<file path="config.mk">
export PLATFORM = sky130hd
export DESIGN_NAME = cordic_scheduler
export DESIGN_NICKNAME = d
export VERILOG_FILES = /design/src/rtl/cordic_scheduler.sv
export SDC_FILE = /design/constraint.sdc
export NUM_CORES = 1
export LEC_CHECK = 0
export ABC_AREA = 1
export ABC_CLOCK_PERIOD_IN_PS = 4360
export CORE_ASPECT_RATIO = 1.4
export CORE_UTILIZATION = 46
export CTS_CLUSTER_SIZE = 10
export DETAILED_ROUTE_END_ITERATION = 8
export GPL_ROUTABILITY_DRIVEN = 1
export PLACE_DENSITY = 0.85
export SLEW_MARGIN = 20
export SYNTH_ARGS = -nofsm -noshare
export SYNTH_HDL_FRONTEND = slang
export SYNTH_SLANG_ARGS = --single-unit
</file>
<file path="constraint.sdc">
create_clock -name CLK -period 4.36 [get_ports CLK]
set_clock_uncertainty 0.05 [all_clocks]
set_input_delay 0.654 -clock CLK [delete_from_list [all_inputs] [get_ports CLK]]
set_output_delay 0.654 -clock CLK [all_outputs]
set_load 0.02 [all_outputs]
</file>
<file path="src/rtl/cordic_scheduler.sv">
// -----------------------------------------------------------------------------
// cordic_scheduler
//
// Shares one iterative CORDIC core between two requesters. A round-robin
// arbiter grants one angle at a time. The scheduler then pulses the core's
// active-low reset for one cycle and releases the core. It waits for the core
// to report completion and presents the captured cos/sin on a valid/ready
// response port.
//
// FSM: IDLE (grant) -> LOAD (core held in reset) -> RUN (core released)
//      -> DONE (response held until taken) -> IDLE
//
// Optional feature (macro CORDIC_SCHED_TIMEOUT_EN):
//   defined   : RUN is abandoned after TIMEOUT cycles without a qualifying
//               CORE_HALT. The result completes with RSP_ERR=1 and zero data.
//   undefined : RUN waits indefinitely and RSP_ERR is constant 0.
//
// Parameters:
//   TIMEOUT  RUN cycles allowed before error completion (timeout build only)
//   SETTLE   leading RUN cycles during which CORE_HALT is ignored
//
// Ports:
//   CLK                     clock, rising edge
//   RESET                   synchronous, active-low reset
//   REQ0_VALID/REQ1_VALID   requester has an angle
//   REQ0_ANGLE/REQ1_ANGLE   8-bit unsigned angle (256 = 90 degrees)
//   REQ0_READY/REQ1_READY   combinational grant, only in IDLE
//   RSP_VALID/RSP_READY     response handshake
//   RSP_ID                  requester index owning the response
//   RSP_COS/RSP_SIN         captured core results
//   RSP_ERR                 response terminated by timeout
//   CORE_ANGLE              angle presented to the core
//   CORE_RESET              active-low core reset; 1 only while running
//   CORE_HALT               core iteration complete
//   CORE_COS/CORE_SIN       core results
// -----------------------------------------------------------------------------
module cordic_scheduler #(
    parameter int TIMEOUT = 32,
    parameter int SETTLE  = 2
) (
    input  logic       CLK,
    input  logic       RESET,
    input  logic       REQ0_VALID,
    input  logic [7:0] REQ0_ANGLE,
    output logic       REQ0_READY,
    input  logic       REQ1_VALID,
    input  logic [7:0] REQ1_ANGLE,
    output logic       REQ1_READY,
    output logic       RSP_VALID,
    input  logic       RSP_READY,
    output logic       RSP_ID,
    output logic [7:0] RSP_COS,
    output logic [7:0] RSP_SIN,
    output logic       RSP_ERR,
    output logic [7:0] CORE_ANGLE,
    output logic       CORE_RESET,
    input  logic       CORE_HALT,
    input  logic [7:0] CORE_COS,
    input  logic [7:0] CORE_SIN
);

    localparam int MAX_COUNT = (TIMEOUT > SETTLE) ? TIMEOUT : SETTLE;
    localparam int CW        = $clog2(MAX_COUNT + 1);

    typedef enum logic [1:0] {
        IDLE = 2'd0,
        LOAD = 2'd1,
        RUN  = 2'd2,
        DONE = 2'd3
    } state_t;

    state_t          state_reg;
    logic            last_reg;       // index served most recently
    logic            rsp_valid_reg;
    logic            rsp_id_reg;
    logic [7:0]      rsp_cos_reg;
    logic [7:0]      rsp_sin_reg;
    logic [7:0]      core_angle_reg;
    logic            core_reset_reg;
    logic [CW-1:0]   counter_reg;

    logic            grant_valid;
    logic            grant_id;
    logic [7:0]      grant_angle;
    logic            take;
    logic [1:0]      ready_vec;
    logic            halt_ok;

    // Round-robin: on a tie the requester that was not served last wins.
    always_comb begin
        grant_valid = 1'b0;
        grant_id    = 1'b0;
        if (REQ0_VALID && REQ1_VALID) begin
            grant_valid = 1'b1;
            grant_id    = ~last_reg;
        end else if (REQ0_VALID) begin
            grant_valid = 1'b1;
            grant_id    = 1'b0;
        end else if (REQ1_VALID) begin
            grant_valid = 1'b1;
            grant_id    = 1'b1;
        end
    end

    assign grant_angle = grant_id ? REQ1_ANGLE : REQ0_ANGLE;

    // RESET gates the grant so no handshake can complete while in reset.
    assign take = RESET && (state_reg == IDLE) && grant_valid;

    for (genvar gi = 0; gi < 2; gi++) begin : g_ready
        assign ready_vec[gi] = take && (grant_id == 1'(gi));
    end

    assign REQ0_READY = ready_vec[0];
    assign REQ1_READY = ready_vec[1];

    // A HALT still high from the previous run must not complete the new run.
    assign halt_ok = CORE_HALT && (counter_reg >= CW'(SETTLE));

`ifdef CORDIC_SCHED_TIMEOUT_EN
    logic rsp_err_reg;
    // RUN cycles are numbered from 0, so index TIMEOUT-1 is the last allowed.
    logic timed_out;
    assign timed_out = (counter_reg >= CW'(TIMEOUT - 1));
    assign RSP_ERR   = rsp_err_reg;
`else
    assign RSP_ERR   = 1'b0;
`endif

    always_ff @(posedge CLK) begin
        if (!RESET) begin
            state_reg      <= IDLE;
            last_reg       <= 1'b1;
            rsp_valid_reg  <= 1'b0;
            rsp_id_reg     <= 1'b0;
            rsp_cos_reg    <= 8'h00;
            rsp_sin_reg    <= 8'h00;
            core_angle_reg <= 8'h00;
            core_reset_reg <= 1'b0;
            counter_reg    <= '0;
`ifdef CORDIC_SCHED_TIMEOUT_EN
            rsp_err_reg    <= 1'b0;
`endif
        end else begin
            case (state_reg)
                IDLE: begin
                    if (take) begin
                        core_angle_reg <= grant_angle;
                        rsp_id_reg     <= grant_id;
                        last_reg       <= grant_id;
                        state_reg      <= LOAD;
                    end
                end
                LOAD: begin
                    counter_reg    <= '0;
                    core_reset_reg <= 1'b1;
                    state_reg      <= RUN;
                end
                RUN: begin
                    if (halt_ok) begin
                        rsp_cos_reg    <= CORE_COS;
                        rsp_sin_reg    <= CORE_SIN;
                        rsp_valid_reg  <= 1'b1;
                        core_reset_reg <= 1'b0;
                        state_reg      <= DONE;
`ifdef CORDIC_SCHED_TIMEOUT_EN
                        rsp_err_reg    <= 1'b0;
                    end else if (timed_out) begin
                        rsp_cos_reg    <= 8'h00;
                        rsp_sin_reg    <= 8'h00;
                        rsp_err_reg    <= 1'b1;
                        rsp_valid_reg  <= 1'b1;
                        core_reset_reg <= 1'b0;
                        state_reg      <= DONE;
`endif
                    end else if (counter_reg != '1) begin
                        counter_reg <= counter_reg + 1'b1;
                    end
                end
                DONE: begin
                    if (RSP_READY) begin
                        rsp_valid_reg <= 1'b0;
                        state_reg     <= IDLE;
                    end
                end
                default: state_reg <= IDLE;
            endcase
        end
    end

    assign RSP_VALID  = rsp_valid_reg;
    assign RSP_ID     = rsp_id_reg;
    assign RSP_COS    = rsp_cos_reg;
    assign RSP_SIN    = rsp_sin_reg;
    assign CORE_ANGLE = core_angle_reg;
    assign CORE_RESET = core_reset_reg;

endmodule

</file>
## Yosys cells after proc, flatten, opt, wreduce, memory -nomap -nowiden

Cells that the tools add are included.

- Register bits: 36
- Bits of input ports: 38
- Output and inout bits: 30

- Add/sub/neg operators: 1
- $lt $le $gt $ge: 1
- Eq/ne operators: 9
- Muxes and demuxes: 18
- Bitwise operators: 2
- Reduce and logical (&&, ||, !) cells: 15

Operators with widths:

| cell | count |
|---|---|
| $mux 6 | 2 |
| $pmux 6 s2 | 1 |
| $ne 2x2->1 const B | 5 |
| $reduce_and 3->1 | 3 |
| $mux 1 | 8 |
| $mux 8 | 1 |
| $pmux 2 s4 | 1 |
| $add 6x1->6 const B | 1 |
| $ge 6x2->1 const B | 1 |
| $logic_and 1x1->1 | 6 |
| $mux 2 | 3 |
| $ne 6x6->1 const B | 1 |
| $reduce_and 2->1 | 3 |
| $eq 2x2->1 const B | 2 |
| $pmux 1 s2 | 2 |
| $reduce_bool 2->1 | 2 |
| $eq 2x1->1 const B | 1 |
| $logic_not 2->1 | 1 |
| $not 1->1 | 2 |

## Logic depth before layout (Yosys ltp)

Gate-level depths: netlist of the first run.

- Depth in word-level cells: 6
- Mapped depth: 10
- Gate-level depth less buffers: 10

## Worst setup path after synthesis of the first run

OpenSTA, ideal clock, no wires.

- Path kind: input-to-output
- From: input port REQ1_VALID
- To: output port REQ0_READY
- Data arrival time: 1199 ps
- Required time: 3656 ps
- Path slack: 2457 ps
- Stages on the path: 3
- Buffers on the path: 0
- Path through: or2_0 nand3_2 nor2_2

- Word-level cells in the longest chain between the ends: 5
- Elaborated cells between the ends (all ways): 9
- Those cells by class: mux: 5; bitwise: 1; reduce/logical: 3

RTL lines:

| item | RTL line | text |
|---|---|---|
| from (decl) | 46 | `input logic REQ1_VALID,` |
| $mux 1 | 99 | `end else if (REQ1_VALID) begin` |
| $mux 1 | 96 | `end else if (REQ0_VALID) begin` |
| $mux 1 | 93 | `if (REQ0_VALID && REQ1_VALID) begin` |
| $logic_and 1x1->1 / $not 1->1 (equally long branches) | 108, 111 |  |
| $logic_and 1x1->1 (*) | 111 | `assign ready_vec[gi] = take && (grant_id == 1'(gi));` |
| to (decl) | 45 | `output logic REQ0_READY,` |

Every way passes the cells marked *; elsewhere a longest branch is shown, timed or not.

## Worst setup path after layout of the first run

- From: input port RESET
- To: output port REQ0_READY

- Word-level cells in the longest chain between the ends: 3

RTL lines:

| item | RTL line | text |
|---|---|---|
| from (decl) | 42 | `input logic RESET,` |
| $logic_and 1x1->1 (2 in series) | 108 | `assign take = RESET && (state_reg == IDLE) && grant_valid;` |
| $logic_and 1x1->1 | 111 |  |

Every way passes these cells.

==> results.tsv, run 1 <==
metric	value	unit
status	completed	
Post-synth EDFFs	0	
RSZ-0062 raised after global routing	false	
Flop pwr share	38.7	%
dominant cell type by area after synthesis	dfxtp_1	
switching pwr	0.347	mW
P_int	0.632	mW
# H-tree levels	2	
met2 Use GR	39.0	%
Slew Viols, Final	0	
GR peak layer	met2	
max-cap check violation count	0	
CP Max Fanout	13	
worst r2r dst	counter_reg[2]$_SDFFE_PN0P_	
DRT iter0 DRCs	55	
Critical Path Sink Type	output port	
DRC	0	
DR WL/cell	12.2	microns
WL final	3.98	mm
root buf cell	clkbuf_8	
chip height	73.5	microns
FF+latch area	721	sq um
Nets	329	
CTS sink count	36	
Post-Route Setup TNS	0	ps
Warnings, synthesis	0	
Synth Instances	219	
Synth async-reset ratio	0	%
CTS buffer count	5	
CTS tree	built	
die area	3900	sq um
sequential share of the synthesized area	42.9	%
FF-to-FF Start	counter_reg[0]$_SDFFE_PN0P_	
postcts setup bufs	0	
FILL cells	280	
Worst-Margin Slew	999	ps
Final Hold Fails	0	
Netlist cell types	30	
Reg2Reg Depth	9	
vias	1618	
IO buf count	66	
RePlAce Congestion	0.806	
CTS clk-pin slew, worst paths	70	ps
setup violators final	0	
top cells by count, synth	75 x nand2_1, 36 x dfxtp_1, 18 x nor2_1	
post-CTS sizing	0	
Comb power frac	36.6	%
vias per cell	4.96	
Antenna diodes	0	
Power, Total	0.978	mW
Multi-input gate area	847	sq um
Mapped Area	1680	sq um
Initial Util	48.8	%
sw frac	35.4	%
met1 GRT Util	23.6	%
total global routing track utilization	22.2	%
pwr dens	403	nW/um^2
Non-Filler Instances	326	
hpwl dp	2.86	mm
worst min path class	flop to flop	
top_reg_cell synth	dfxtp_1	
count leader, synth	nand2_1	
syn avg cell area	7.67	sq um
vias in the first global route	1551	
Tcrit/Tclk final	74.6	%
Max Freq	308	MHz
io pins	68	
most area-consuming cells after synthesis	dfxtp_1 43%, nand2_1 17%, a21oi_2 5.7%, a21oi_1 4.5%, ha_1 4.5%	
Synth Register Bits	36	
initial antenna violation count	0	
Max-slew headroom	33.0	%
met3 Use GR	3.73	%
Layout area overhead	44.6	%
syn nets	263	
min Tclk post-route	3250	ps
worst vdd ir	0.296	mV
largest net degree at the start of global routing	33	
Clock Latency Late Sink	290	ps
hold path depth	2	
leak pwr	0.869	nW
Chip Width	53.1	microns
CP required	3660	ps
share of layout cells above drive strength 1	12.6	%
Cell Rows	25	
top-area cell type share of the netlist area	42.9	%
gr ovfl total	0	
Min-Delay Endpoint	RSP_VALID$_SDFFE_PN0P_	
Worst Path Arrival	2550	ps
Hold Crit Start	RSP_VALID$_SDFFE_PN0P_	
global-route wire length before repair	6.31	mm
CP Class	input pin to output port	
Placed Cells	318	
worst reg-to-reg setup slack	2690	ps
DRT antenna net count	0	
clk buf depth	2	
CTS Hold Bufs	0	
core region area	3440	sq um
fin util	70.6	%
router iterations before antenna repair	4	
startpoint types	input pin	
Clock power frac	24.7	%
-- layout make-up --
type / count / share of cell area [%]
Clock buffer: 8 / 3.71
Inverter: 13 / 2.21
Multi-Input combinational cell: 162 / 34.9
Sequential cell: 36 / 29.7
Tap cell: 40 / 2.06
Timing Repair Buffer: 67 / 27.5
-- cell usage in the layout, fill, tap and decap left out --
cell | synthesis | layout
o21ai_0 | 2 | 2
or2_2 | 1 | 1
a31oi_1 | 9 | 9
buf_4 | 3 | 1
nand3_1 | 3 | 3
a21oi_1 | 15 | 15
conb_1 | 1 | 1
or2_0 | 1 | 1
dfxtp_1 | 36 | 36
a21oi_2 | 11 | 11
o21bai_1 | 1 | 1
ha_1 | 6 | 6
nor3_1 | 1 | 1
clkbuf_1 | 2 | 2
nor2_2 | 1 | 1
xor2_1 | 1 | 1
nand4_1 | 1 | 1
clkinv_1 | 0 | 1
clkbuf_8 | 0 | 6
nand2_2 | 10 | 10
inv_1 | 11 | 10
xnor2_1 | 1 | 1
inv_2 | 1 | 1
nand2_4 | 1 | 1
nor2_1 | 18 | 18
nand2_1 | 75 | 75
nand3_4 | 1 | 1
inv_6 | 1 | 1
clkdlybuf4s50_1 | 0 | 66
nand3_2 | 2 | 2
-- critical path, cell delays in order --
cell             delay, ps
clkdlybuf4s50_1        610
nand3_2                270
nor2_2                 350
clkdlybuf4s50_1        670
-- power by group through the flow --
stage               clock network (mW)  registers, mW  logic (mW)
finish                           0.242          0.379       0.358
CTS                              0.246          0.378       0.360
global placement                     0          0.385       0.349
floorplan                            0          0.403       0.214
detailed placement                   0          0.385       0.353
global route                     0.257          0.381       0.401
-- per-stage QoR --
step           area, sq um  worst slack [ps]  hold slack (ps)
2_1_floorplan         1680              2460              380
3_3_place_gp          2340              1180              400
3_5_place_dp          2340              1120              411
4_1_cts               2430              1130              422
5_1_grt               2430              1010              437
6_report              2430              1110              415
-- routing by layer --
| layer | wire length (microns) | vias to the layer above |
|---|---|---|
| met2 | 2150 | 47 |
| li1 | - | 827 |
| met3 | 126 | 12 |
| met5 | 0 | - |
| met1 | 1580 | 732 |
| met4 | 122 | 0 |
-- kinds of logic (layout without fill, tap and decap cells) --
family	Yosys count	after routing	synth area share (%)
compound gates	38	38	14.6
xor+xnor	2	2	1.04
fa+ha+maj	6	6	4.47
buf+inv	21	88	6.70
flops	36	36	42.9
other cells	1	1	0.223
simple gates	115	115	30.1
-- worst max path at each step --
stage / from / end / slack, ps / depth (start not counted)
final: RESET / REQ0_READY / 1110 / 4
after global routing: RESET / REQ0_READY / 1010 / 4
after CTS: RESET / REQ0_READY / 1130 / 4
after detailed placement: RESET / REQ0_READY / 1120 / 4
after global placement: RESET / REQ0_READY / 1180 / 4
after floorplan: REQ1_VALID / REQ0_READY / 2460 / 3
Power figures use the tool's default switching activity.
==> run 2, diff against run 1 <==
--- a/config.mk
+++ b/config.mk
@@ -6,13 +6,13 @@
 export NUM_CORES = 1
 export LEC_CHECK = 0
 export ABC_AREA = 1
-export ABC_CLOCK_PERIOD_IN_PS = 4360
+export ABC_CLOCK_PERIOD_IN_PS = 3180
 export CORE_ASPECT_RATIO = 1.4
-export CORE_UTILIZATION = 46
+export CORE_UTILIZATION = 43
 export CTS_CLUSTER_SIZE = 10
 export DETAILED_ROUTE_END_ITERATION = 8
 export GPL_ROUTABILITY_DRIVEN = 1
-export PLACE_DENSITY = 0.85
+export PLACE_DENSITY = 0.8
 export SLEW_MARGIN = 20
 export SYNTH_ARGS = -nofsm -noshare
 export SYNTH_HDL_FRONTEND = slang
==> constraint.sdc (replaced) <==
create_clock -name CLK -period 3.18 [get_ports CLK]
set_clock_uncertainty 0.05 [all_clocks]
set_input_delay 0.477 -clock CLK [delete_from_list [all_inputs] [get_ports CLK]]
set_output_delay 0.477 -clock CLK [all_outputs]
set_load 0.02 [all_outputs]
==> results.tsv, run 2 (synthesized netlist as in run 1, its figures left out) <==
metric	value	unit	change
share of layout cells above drive strength 1	13.2	%	was 12.6%
Crit path max-delay family	buffers and inverters		unchanged
slowest stage cell on the critical path	clkdlybuf4s50_1		unchanged
gr ovfl total	0		unchanged
Critical Path Sink Type	output port		unchanged
RSZ-0062 raised after global routing	false		unchanged
CTS clk-pin slew, worst paths	70	ps	about the same
Worst Path Arrival	2160	ps	was 2550 ps
post-CTS sizing	0		unchanged
hold path depth	2		unchanged
worst path buffer plus inverter count	2		unchanged
Critical Path, Cell by Cell	clkdlybuf4s50_1, nand3_2, nor2_1, clkdlybuf4s50_1		was clkdlybuf4s50_1, nand3_2, nor2_2, clkdlybuf4s50_1
Power, Total	1.34	mW	was 0.978 mW
FILL cells	340		was 280
vias in the first global route	1619		was 1551
hpwl dp	2.87	mm	was 2.86 mm
initial antenna violation count	0		unchanged
FF-to-FF Start	state_reg[0]$_SDFFE_PN0P_		was counter_reg[0]$_SDFFE_PN0P_
chip height	76.0	microns	was 73.5 microns
RePlAce Congestion	0.841		was 0.806
# H-tree levels	2		unchanged
most frequent cells in the layout	75 x nand2_1, 66 x clkdlybuf4s50_1, 36 x dfxtp_1, 18 x nor2_1, 15 x a21oi_1		unchanged
worst min path class	flop to flop		unchanged
CTS buffer count	5		unchanged
max-cap check violation count	0		unchanged
Chip Width	54.8	microns	was 53.1 microns
clk buf depth	2		unchanged
root buf cell	clkbuf_8		unchanged
Cell Rows	26		was 25
router iterations before antenna repair	4		unchanged
Antenna diodes	0		unchanged
CTS tree	built		unchanged
setup violators final	0		unchanged
CP Max Fanout	13		unchanged
die area	4170	sq um	was 3900 sq um
status	completed		unchanged
Post-Route Setup TNS	0	ps	unchanged
IO buf count	66		unchanged
DRT iter0 DRCs	38		was 55
Multi-input gate area	847	sq um	unchanged
worst reg-to-reg setup slack	1530	ps	was 2690 ps
min Tclk post-route	2690	ps	
total global routing track utilization	22.1	%	was 22.2%
io pins	68		unchanged
leak pwr	0.883	nW	was 0.869 nW
global-route wire length before repair	6.81	mm	was 6.31 mm
pwr dens	549	nW/um^2	was 403 nW/um^2
Reg2Reg Depth	7		was 9
DR WL/cell	12.0	microns	was 12.2 microns
FF+latch area	721	sq um	unchanged
vias	1612		was 1618
Tcrit/Tclk final	84.6	%	
Clock Latency Late Sink	280	ps	was 290 ps
CP Class	input pin to output port		unchanged
startpoint types	input pin		unchanged
DRC	0		unchanged
postcts setup bufs	0		unchanged
WL final	3.96	mm	was 3.98 mm
Hold Crit Start	RSP_COS[5]$_SDFFE_PN0P_		was RSP_VALID$_SDFFE_PN0P_
Nets	331		was 329
worst r2r dst	CORE_ANGLE[3]$_SDFFE_PN0P_		was counter_reg[2]$_SDFFE_PN0P_
Min-Delay Endpoint	RSP_COS[5]$_SDFFE_PN0P_		was RSP_VALID$_SDFFE_PN0P_
worst vdd ir	0.463	mV	was 0.296 mV
Worst path max stage delay	630	ps	was 670 ps
Initial Util	45.3	%	was 48.8%
DRT antenna net count	0		unchanged
Max Freq	372	MHz	
most used cell, CP	clkdlybuf4s50_1		unchanged
vias per cell	4.88		was 4.96
CTS Hold Bufs	0		unchanged
Final Hold Fails	0		unchanged
CTS sink count	36		unchanged
commonest non-fill, non-tap cell in the layout	nand2_1		unchanged
core region area	3710	sq um	was 3440 sq um
Slew Viols, Final	0		unchanged
largest net degree at the start of global routing	33		unchanged
CP required	2650	ps	was 3660 ps
Layout area overhead	45.6	%	was 44.6%
[run 2: report_power, final]
group	internal, mW	leakage [nW]	switching [mW]
combinational	0.200	0.545	0.294
clock	0.177	0.0455	0.153
sequential	0.494	0.292	0.0244
[run 2: through the flow]
stage / util, % / worst slack [ps] / instances / instance area (sq um) / hold WS [ps]
after floorplan: - / 1630 / 219 / 1680 / 380
after global placement: 63.6 / 531 / 322 / 2360 / 398
after detailed placement: 63.6 / 486 / 322 / 2360 / 409
after CTS: 66.0 / 485 / 330 / 2450 / 422
after global routing: 66.0 / 392 / 330 / 2450 / 440
final: 66.0 / 488 / 330 / 2450 / 419
[run 2: area by class of cell]
| type | count | share of cell area [%] |
|---|---|---|
| clock buffers | 8 | 3.68 |
| flip-flops and latches | 36 | 29.4 |
| multi-input cells | 162 | 34.6 |
| well taps | 42 | 2.15 |
| inverters | 13 | 2.20 |
| repair buffers | 69 | 27.9 |
[run 2: worst max-delay path by stage]
| stage | endpoint | slack, ps | startpoint | cells past startpoint |
|---|---|---|---|---|
| 2_1_floorplan | REQ0_READY | 1630 | state_reg[0]$_SDFFE_PN0P_ | 4 |
| 3_3_place_gp | REQ1_READY | 530 | REQ1_VALID | 5 |
| 3_5_place_dp | REQ1_READY | 490 | REQ1_VALID | 5 |
| 4_1_cts | REQ1_READY | 480 | REQ1_VALID | 5 |
| 5_1_grt | REQ1_READY | 390 | REQ1_VALID | 5 |
| 6_report | REQ1_READY | 490 | RESET | 4 |
[run 2: per-layer routing]
layer | GRT usage [%] | share of wire, % | vias to the layer above
met5 | 0 | 0 | -
met4 | 7.69 | 1.3 | 0
met3 | 6.83 | 5.1 | 4
met2 | 37.5 | 52 | 36
met1 | 24.4 | 41 | 738
li1 | - | - | 834
[run 2: worst reg2reg max path, cell delays in order, from the launching register on]
cell and delay, ps:
dfxtp_1 310, inv_1 120, ha_1 210, nand3_2 250, nor2_1 210, buf_4 200, nand2_1 70, a31oi_1 160
==> run 3, diff against run 2 <==
--- a/config.mk
+++ b/config.mk
@@ -6,7 +6,7 @@
 export NUM_CORES = 1
 export LEC_CHECK = 0
 export ABC_AREA = 1
-export ABC_CLOCK_PERIOD_IN_PS = 3180
+export ABC_CLOCK_PERIOD_IN_PS = 2500
 export CORE_ASPECT_RATIO = 1.4
 export CORE_UTILIZATION = 43
 export CTS_CLUSTER_SIZE = 10
==> constraint.sdc (replaced) <==
create_clock -name CLK -period 2.5 [get_ports CLK]
set_clock_uncertainty 0.05 [all_clocks]
set_input_delay 0.375 -clock CLK [delete_from_list [all_inputs] [get_ports CLK]]
set_output_delay 0.375 -clock CLK [all_outputs]
set_load 0.02 [all_outputs]
==> results.tsv, run 3 (synthesized netlist as in run 1, its figures left out) <==
metric	value	unit	change
CTS buffer count	5		unchanged
initial antenna violation count	0		unchanged
postcts setup bufs	0		unchanged
min Tclk post-route	2280	ps	
hpwl dp	2.87	mm	about the same
chip height	76.0	microns	unchanged
total global routing track utilization	23.0	%	was 22.1%
Hold Crit Start	RSP_VALID$_SDFFE_PN0P_		was RSP_COS[5]$_SDFFE_PN0P_
leak pwr	0.901	nW	was 0.883 nW
Worst Path Arrival	1860	ps	was 2160 ps
core region area	3710	sq um	unchanged
Tcrit/Tclk final	91.3	%	
pwr dens	700	nW/um^2	was 549 nW/um^2
gr ovfl total	0		unchanged
FF-to-FF Start	counter_reg[0]$_SDFFE_PN0P_		was state_reg[0]$_SDFFE_PN0P_
root buf cell	clkbuf_8		unchanged
FF+latch area	721	sq um	unchanged
Post-Route Setup TNS	0	ps	unchanged
clk buf depth	2		unchanged
setup violators final	0		unchanged
vias in the first global route	1651		was 1619
router iterations before antenna repair	4		unchanged
met2 Use GR	35.4	%	was 37.5%
CP startpoint	REQ0_VALID		was RESET
Critical Path, Cell by Cell	clkdlybuf4s50_1, or2_0, nand3_2, nor2_1, clkdlybuf4s50_1		was clkdlybuf4s50_1, nand3_2, nor2_1, clkdlybuf4s50_1
GR peak layer	met2		unchanged
vias per cell	4.82		was 4.88
# H-tree levels	2		unchanged
Layout area overhead	47.7	%	was 45.6%
most used cell, CP	clkdlybuf4s50_1		unchanged
WL final	4.00	mm	was 3.96 mm
CTS sink count	36		unchanged
CTS clk-pin slew, worst paths	70	ps	about the same
vias	1606		was 1612
DRC	0		unchanged
Clock Latency Late Sink	290	ps	was 280 ps
Chip Width	54.8	microns	unchanged
Worst path max stage delay	630	ps	about the same
post-CTS sizing	0		unchanged
Power, Total	1.74	mW	was 1.34 mW
worst min path class	flop to flop		unchanged
Slew Viols, Final	0		unchanged
IO buf count	66		unchanged
Crit path max-delay family	buffers and inverters		unchanged
commonest non-fill, non-tap cell in the layout	nand2_1		unchanged
die area	4170	sq um	unchanged
io pins	68		unchanged
RePlAce Congestion	0.855		was 0.841
DR WL/cell	12.0	microns	about the same
CP Max Fanout	4		was 13
max-cap check violation count	0		unchanged
CP required	2080	ps	was 2650 ps
Max Freq	438	MHz	
share of layout cells above drive strength 1	14.1	%	was 13.2%
most frequent cells in the layout	75 x nand2_1, 66 x clkdlybuf4s50_1, 36 x dfxtp_1, 18 x nor2_1, 15 x a21oi_1		unchanged
met1 GRT Util	26.5	%	was 24.4%
global-route wire length before repair	6.96	mm	was 6.81 mm
largest net degree at the start of global routing	24		was 33
worst path buffer plus inverter count	2		unchanged
Critical Path Sink Type	output port		unchanged
DRT antenna net count	0		unchanged
CTS Hold Bufs	0		unchanged
RSZ-0062 raised after global routing	false		unchanged
Cell Rows	26		unchanged
FILL cells	327		was 340
status	completed		unchanged
Antenna diodes	0		unchanged
DRT iter0 DRCs	21		was 38
met3 Use GR	9.04	%	was 6.83%
slowest stage cell on the critical path	clkdlybuf4s50_1		unchanged
startpoint types	input pin		unchanged
CTS tree	built		unchanged
worst vdd ir	0.510	mV	was 0.463 mV
CP Class	input pin to output port		unchanged
Nets	334		was 331
Final Hold Fails	0		unchanged
Multi-input gate area	847	sq um	unchanged
Initial Util	45.3	%	unchanged
[run 3: cell types whose count changed in the layout (fill, tap and decap cells not counted)]
cell / previous run / this run
buf_4: 3 / 5
buf_12: 0 / 1
[run 3: cell type report]
cell class,instances,area share (%)
clock buffers,8,3.63
inverters,13,2.17
multi-input cells,162,34.1
flip-flops and latches,36,29.0
well taps,42,2.12
repair buffers,72,28.9
[run 3: metal layers]
| layer | up-vias | part of all wire [%] |
|---|---|---|
| met5 | - | 0 |
| met4 | 0 | 2.4 |
| met3 | 8 | 5.5 |
| met2 | 42 | 50 |
| met1 | 719 | 42 |
| li1 | 837 | - |
[run 3: path summary, 6_finish.rpt]
kind,to,cells after the start,slack (ps)
setup / recovery,REQ1_READY,5,220
hold / removal,RSP_VALID$_SDFFE_PN0P_,2,410
setup reg to reg,counter_reg[5]$_SDFFE_PN0P_,9,850
hold reg to reg,RSP_VALID$_SDFFE_PN0P_,2,410
[run 3: worst min-delay path, delay by kind of cell, from the launching register on]
| kind | cells | cell delay, ps |
|---|---|---|
| AO/OA/AOI/OAI | 1 | 50 |
| flip-flops | 1 | 310 |
| AND/OR/NAND/NOR | 1 | 60 |
[run 3: metrics by stage]
stage                     std cells  worst slack (ps)  cell area, sq um  utilization [%]  hold slack (ps)
after floorplan                 219              1050              1680                -              380
after global placement          325               252              2390             64.5              398
after detailed placement        325               221              2390             64.5              400
after CTS                       333               214              2480             66.9              411
after global routing            333              94.7              2480             66.9              427
final                           333               217              2480             66.9              412
[run 3: power by group]
| part | switching (mW) | internal, mW |
|---|---|---|
| Combinational | 0.376 | 0.271 |
| Sequential | 0.0346 | 0.628 |
| Clock | 0.202 | 0.225 |
| Total | 0.613 | 1.12 |
